==> src/rtl/coin_if.sv <==
// Coin-slot front-end bundle: raw sensors and lockout in, clean events out.
// Handshake: events are single-cycle pulses qualified by nothing else; there is no ready/backpressure.
interface coin_if;
  logic       Nickel_raw;
  logic       Dime_raw;
  logic       Quarter_raw;
  logic       Cancel_raw;
  logic       Lockout;
  logic       Coin_valid;
  logic [4:0] Coin_value;
  logic       Reject;
  logic       Cancel_p;
  logic       Pending;
  logic [7:0] Dbg_state;

  modport master (
    output Nickel_raw, Dime_raw, Quarter_raw, Cancel_raw, Lockout,
    input  Coin_valid, Coin_value, Reject, Cancel_p, Pending, Dbg_state
  );

  modport slave (
    input  Nickel_raw, Dime_raw, Quarter_raw, Cancel_raw, Lockout,
    output Coin_valid, Coin_value, Reject, Cancel_p, Pending, Dbg_state
  );
endinterface

==> src/rtl/coin_input_conditioner.sv <==
// Synchronizes and debounces the coin/cancel inputs, then arbitrates debounced
// coins into registered single-cycle value pulses (quarter > dime > nickel).
module coin_input_conditioner #(
  parameter int DEBOUNCE_CYCLES = 16,
  parameter int CNT_W           = 5
) (
  input logic  Clk,
  input logic  Rst,
  coin_if.slave bus
);

  typedef enum logic [1:0] {IDLE, ARM, PRESSED, REL} ch_state_t;

  localparam logic [CNT_W-1:0] LAST = CNT_W'(DEBOUNCE_CYCLES - 1);

  // Channel order: 0 nickel, 1 dime, 2 quarter, 3 cancel.
  logic [3:0]       raw;
  logic [3:0]       sync1, sync2;
  ch_state_t        st_q  [4];
  ch_state_t        st_d  [4];
  logic [CNT_W-1:0] cnt_q [4];
  logic [CNT_W-1:0] cnt_d [4];
  logic [3:0]       evt;

  logic [2:0] pend_q, pend_d, served;
  logic [4:0] served_value;
  logic       cancel_q;
  logic       coin_valid_q, reject_q, cancel_p_q, pending_q;
  logic [4:0] coin_value_q;

  assign raw = {bus.Cancel_raw, bus.Quarter_raw, bus.Dime_raw, bus.Nickel_raw};

  always_ff @(posedge Clk or negedge Rst) begin
    if (!Rst) begin
      sync1 <= '0;
      sync2 <= '0;
      for (int i = 0; i < 4; i++) begin
        st_q[i]  <= IDLE;
        cnt_q[i] <= '0;
      end
    end else begin
      sync1 <= raw;
      sync2 <= sync1;
      for (int i = 0; i < 4; i++) begin
        st_q[i]  <= st_d[i];
        cnt_q[i] <= cnt_d[i];
      end
    end
  end

  // The event fires on the sample that brings the stable count to DEBOUNCE_CYCLES.
  always_comb begin
    evt = '0;
    for (int i = 0; i < 4; i++) begin
      st_d[i]  = st_q[i];
      cnt_d[i] = cnt_q[i];
      case (st_q[i])
        IDLE: if (sync2[i]) begin
          st_d[i]  = ARM;
          cnt_d[i] = CNT_W'(1);
        end
        ARM: if (!sync2[i]) begin
          st_d[i]  = IDLE;
          cnt_d[i] = '0;
        end else if (cnt_q[i] == LAST) begin
          st_d[i]  = PRESSED;
          cnt_d[i] = '0;
          evt[i]   = 1'b1;
        end else begin
          cnt_d[i] = cnt_q[i] + CNT_W'(1);
        end
        PRESSED: if (!sync2[i]) begin
          st_d[i]  = REL;
          cnt_d[i] = CNT_W'(1);
        end
        REL: if (sync2[i]) begin
          st_d[i]  = PRESSED;
          cnt_d[i] = '0;
        end else if (cnt_q[i] == LAST) begin
          st_d[i]  = IDLE;
          cnt_d[i] = '0;
        end else begin
          cnt_d[i] = cnt_q[i] + CNT_W'(1);
        end
        default: begin
          st_d[i]  = IDLE;
          cnt_d[i] = '0;
        end
      endcase
    end
  end

  always_comb begin
    served = 3'b000;
    if (pend_q[2])      served = 3'b100;
    else if (pend_q[1]) served = 3'b010;
    else if (pend_q[0]) served = 3'b001;
    served_value = served[2] ? 5'd25 : served[1] ? 5'd10 : served[0] ? 5'd5 : 5'd0;
    pend_d = (pend_q & ~served) | evt[2:0];
  end

  // Cancel takes one extra flop so it lines up with a coin debounced on the same cycle.
  always_ff @(posedge Clk or negedge Rst) begin
    if (!Rst) begin
      pend_q       <= '0;
      cancel_q     <= 1'b0;
      coin_valid_q <= 1'b0;
      coin_value_q <= '0;
      reject_q     <= 1'b0;
      cancel_p_q   <= 1'b0;
      pending_q    <= 1'b0;
    end else begin
      pend_q       <= pend_d;
      cancel_q     <= evt[3];
      coin_valid_q <= (|served) & ~bus.Lockout;
      coin_value_q <= bus.Lockout ? 5'd0 : served_value;
      reject_q     <= (|served) & bus.Lockout;
      cancel_p_q   <= cancel_q;
      pending_q    <= |pend_d;
    end
  end

  assign bus.Coin_valid = coin_valid_q;
  assign bus.Coin_value = coin_value_q;
  assign bus.Reject     = reject_q;
  assign bus.Cancel_p   = cancel_p_q;
  assign bus.Pending    = pending_q;
  assign bus.Dbg_state  = {st_q[3], st_q[2], st_q[1], st_q[0]};

endmodule

==> src/flat_wrapper.sv <==
// flat-port wrapper written by rule: the top's interface ports become plain ports
module coin_input_conditioner_flat 
#(
  parameter int DEBOUNCE_CYCLES = 16,
  parameter int CNT_W           = 5
)
  (Clk, Rst, bus_Nickel_raw, bus_Dime_raw, bus_Quarter_raw, bus_Cancel_raw, bus_Lockout, bus_Coin_valid, bus_Coin_value, bus_Reject, bus_Cancel_p, bus_Pending, bus_Dbg_state);
  coin_if bus_i ();
  input logic Clk;
  input logic Rst;
  input wire logic [$bits(bus_i.Nickel_raw)-1:0] bus_Nickel_raw;
  input wire logic [$bits(bus_i.Dime_raw)-1:0] bus_Dime_raw;
  input wire logic [$bits(bus_i.Quarter_raw)-1:0] bus_Quarter_raw;
  input wire logic [$bits(bus_i.Cancel_raw)-1:0] bus_Cancel_raw;
  input wire logic [$bits(bus_i.Lockout)-1:0] bus_Lockout;
  output wire logic [$bits(bus_i.Coin_valid)-1:0] bus_Coin_valid;
  output wire logic [$bits(bus_i.Coin_value)-1:0] bus_Coin_value;
  output wire logic [$bits(bus_i.Reject)-1:0] bus_Reject;
  output wire logic [$bits(bus_i.Cancel_p)-1:0] bus_Cancel_p;
  output wire logic [$bits(bus_i.Pending)-1:0] bus_Pending;
  output wire logic [$bits(bus_i.Dbg_state)-1:0] bus_Dbg_state;
  assign bus_i.Nickel_raw = bus_Nickel_raw;
  assign bus_i.Dime_raw = bus_Dime_raw;
  assign bus_i.Quarter_raw = bus_Quarter_raw;
  assign bus_i.Cancel_raw = bus_Cancel_raw;
  assign bus_i.Lockout = bus_Lockout;
  assign bus_Coin_valid = bus_i.Coin_valid;
  assign bus_Coin_value = bus_i.Coin_value;
  assign bus_Reject = bus_i.Reject;
  assign bus_Cancel_p = bus_i.Cancel_p;
  assign bus_Pending = bus_i.Pending;
  assign bus_Dbg_state = bus_i.Dbg_state;
  coin_input_conditioner #(.DEBOUNCE_CYCLES(DEBOUNCE_CYCLES), .CNT_W(CNT_W)) u_core (.Clk(Clk), .Rst(Rst), .bus(bus_i));
endmodule
==> config.mk <==
export PLATFORM = sky130hd
export DESIGN_NAME = coin_input_conditioner_flat
export DESIGN_NICKNAME = d
export VERILOG_FILES = /design/src/rtl/coin_if.sv /design/src/rtl/coin_input_conditioner.sv /design/src/flat_wrapper.sv
export SDC_FILE = /design/constraint.sdc
export NUM_CORES = 1
export LEC_CHECK = 0
export BUFFER_PORTS_ARGS = -buffer_cell sky130_fd_sc_hd__buf_2
export CORE_MARGIN = 1.5
export CORE_UTILIZATION = 25
export CTS_BUF_LIST = sky130_fd_sc_hd__clkbuf_16
export DETAILED_ROUTE_END_ITERATION = 16
export PLACE_DENSITY = 0.39
export SLEW_MARGIN = 20
export SYNTH_ARGS = -nofsm -noshare
export SYNTH_HDL_FRONTEND = slang
export SYNTH_SLANG_ARGS = --single-unit
==> constraint.sdc <==
create_clock -name Clk -period 1.85 [get_ports Clk]
set_clock_uncertainty 0.1 [all_clocks]
set_input_delay 0.0925 -clock Clk [delete_from_list [all_inputs] [get_ports Clk]]
set_output_delay 0.0925 -clock Clk [all_outputs]
set_load 0.02 [all_outputs]
==> impl_metrics.ini <==
[outcome]
status = finished clean

[logic_synthesis]
ys_seq_elements = 49
netlist.area_leader.share = 0.603
synth_fp_nets = 179
netlist_instances = 168
async_flop_share = 1.00
synth_cell_type_count = 35
syn_area_per_cell_um2 = 12.1
yosysSeqAreaShare = 0.603
synthTopCellsByArea = dfrtp_1 (60%), xor2_1 (3.4%), nand4b_1 (3.0%)
yosys_warnings = 0
synth-edff-count = 0
syn_area_um2 = 2030
synth_ff_type = dfrtp_1
synth_top_cell_by_area = dfrtp_1

[layout]
syn2layout_area_growth_pct = 22.3
ff_latch_area_um2 = 1230
nFillCells = 815
diodes = 0
fin_nets = 214
multiInputGateArea_um2 = 782
drive_gt1_frac = 0.181
finalNonFillerCells = 306

[clock_tree]
cts-root-buf = clkbuf_16
cts_buffers = 5
cts_buffer_depth = 2
clkTransAtPathRegs_ps = 60
clock_sinks = 49
cts_setup_buffers = 0
tritoncts = yes
clk_latency_ps = 280
cts_resized = 0
cts_hold_buf = 6
cts_max_level = 2

[timing]
worst_pin_slew_ps = 575
period_share = 0.828
max_freq_ghz = 0.653
hold_viol = 0
rsz0062_at_grt = no
slew_violations = 0
slew-limit-headroom = 0.616
setup_viol = 0
min_period_ps = 1530
setup_tns_ps = 0

[setup_path]
r2r-start = u_core.cnt_q[0]$_DFFE_PN0P_
cp-startpoint = u_core.cnt_q[0]$_DFFE_PN0P_
critical_path.max_stage_delay_ps = 400
cp-start-kind = flip-flop
required_ps = 1920
cp-end-kind = flip-flop
crit_family = flip-flops
path_class = reg2reg
crit_path_top_delay_cell = dfrtp_1
crit_fanout = 5
r2r_slack_ps = 320
critical_path_arrival_ps = 1610
path_buf_inv = 0
cp_cell_sequence = ha_1, and4b_1, nand2_1, mux2_2

[detailed_routing]
vias = 1396
drt_wl_total_mm = 3.88
antenna_left = 0
drc = 0
vias_per_cell = 4.56
post_drt_wl_per_cell_um = 12.7
drt_iter0_drc = 35
drt_first_pass_iters = 4

[placement]
gp_congestion = 0.823
dp_hpwl_mm = 2.77
placed_cells = 292
portBuffers = 23

[grt]
grt_antenna_before_repair = 0
grt_max_degree = 29
grt_pass1_vias = 1416
overflow = 0
grt.total_usage = 0.0999
grt_pass1_wl_mm = 6.68

[flow_run]
cap_violations = 0

[floorplanning]
dieArea_um2 = 8690
rows = 32
fp.dieW_um = 93.2
die_h_um = 93.2
placeableCoreArea_um2 = 7810
initial_utilization = 0.261
io_pins = 24

[hold_path]
hold_class = in2async

[power_and_ir_drop]
peakVddDrop_mv = 0.312
leakagePower_nw = 1.21
p_per_area_nw_per_um2 = 881
==> Yosys cell counts, types with 2 or more instances <==
| library cell | instances |
|---|---|
| a21oi_1 | 3 |
| and2_1 | 2 |
| and3_1 | 6 |
| and4b_1 | 4 |
| clkbuf_1 | 2 |
| dfrtp_1 | 49 |
| ha_1 | 4 |
| inv_1 | 5 |
| mux2_2 | 4 |
| nand2_1 | 13 |
| nand3_1 | 10 |
| nand4_1 | 3 |
| nand4b_1 | 7 |
| nor2_1 | 7 |
| nor2b_1 | 2 |
| nor3_1 | 2 |
| nor3b_1 | 2 |
| nor4b_1 | 2 |
| o21a_1 | 8 |
| o21ai_0 | 7 |
| o2bb2ai_1 | 3 |
| xnor2_1 | 3 |
| xor2_1 | 8 |
==> flip-flops by register name, summed over array words and instances (netlist names), named ones only <==
signal                 count
u_core.pend_q              3
u_core.bus.Coin_value      5
u_core.bus.Dbg_state       4
u_core.cancel_q            1
u_core.cnt_q              20
u_core.bus.Reject          1
u_core.bus.Cancel_p        1
u_core.sync2               4
u_core.bus.Pending         1
u_core.sync1               4
u_core.bus.Coin_valid      1
==> where the power goes <==
part | internal [mW] | switching (mW)
combinational | 0.0694 | 0.0853
clock | 0.490 | 0.384
sequential | 1.11 | 0.0481
==> worst paths after layout <==
check,cells after the start,end
worst max-delay path,4,flip-flop
worst min-delay path,2,u_core.sync1[2]$_DFF_PN0_
worst max register to register,4,flip-flop
worst min register to register,0,u_core.sync2[1]$_DFF_PN0_
max in group asynchronous,3,u_core.pend_q[2]$_DFF_PN0_
min in group Clk,0,u_core.sync2[1]$_DFF_PN0_
==> cell families (layout without fill, tap and decap cells) <==
group                      after synthesis  after routing  synth area share
and+or+nand+nor                         65             65             0.192
DFF                                     49             49             0.603
AOI/OAI and AO/OA                       28             28            0.0984
xor gates and xnor gates                11             11            0.0474
buffers and inverters                    7             43            0.0129
adders and majority gates                4              4            0.0246
muxes                                    4              4            0.0221
==> final cells by class <==
cell class | instances | share of cell area
clock buffer | 5 | 0.0503
sequential | 49 | 0.493
multi-input combinational | 112 | 0.314
tap | 102 | 0.0513
clock inverter | 3 | 0.00503
timing repair buffer | 30 | 0.0785
inverter | 5 | 0.00755
==> cells in the final DEF (no fill, tap or decap), types with 5 or more instances in the layout <==
master          n
dlygate4sd3_1   6
nand4b_1        7
clkbuf_16       5
xor2_1          8
dfrtp_1        49
o21a_1          8
nand2_1        13
inv_1           5
and3_1          6
nand3_1        10
o21ai_0         7
nor2_1          7
buf_2          23
==> through the flow <==
| stage | cell area (µm²) | worst slack, ps | hold WS (ps) | power [mW] | utilization |
|---|---|---|---|---|---|
| 2_1_floorplan | 2030 | 400 | -303 | 1.26 | - |
| 3_3_place_gp | 2290 | 341 | -0.588 | 1.32 | 0.293 |
| 3_5_place_dp | 2290 | 327 | 9.31 | 1.33 | 0.293 |
| 4_1_cts | 2490 | 315 | 244 | 2.23 | 0.319 |
| 5_1_grt | 2490 | 170 | 265 | 2.31 | 0.319 |
| 6_report | 2490 | 318 | 218 | 2.19 | 0.319 |
==> layer usage <==
layer	GRT usage	routed length, µm
met1	0.127	1810
met2	0.159	1850
met3	0.0268	140
met4	0.0455	78
met5	0	0
(Power assumes the default switching activity.)
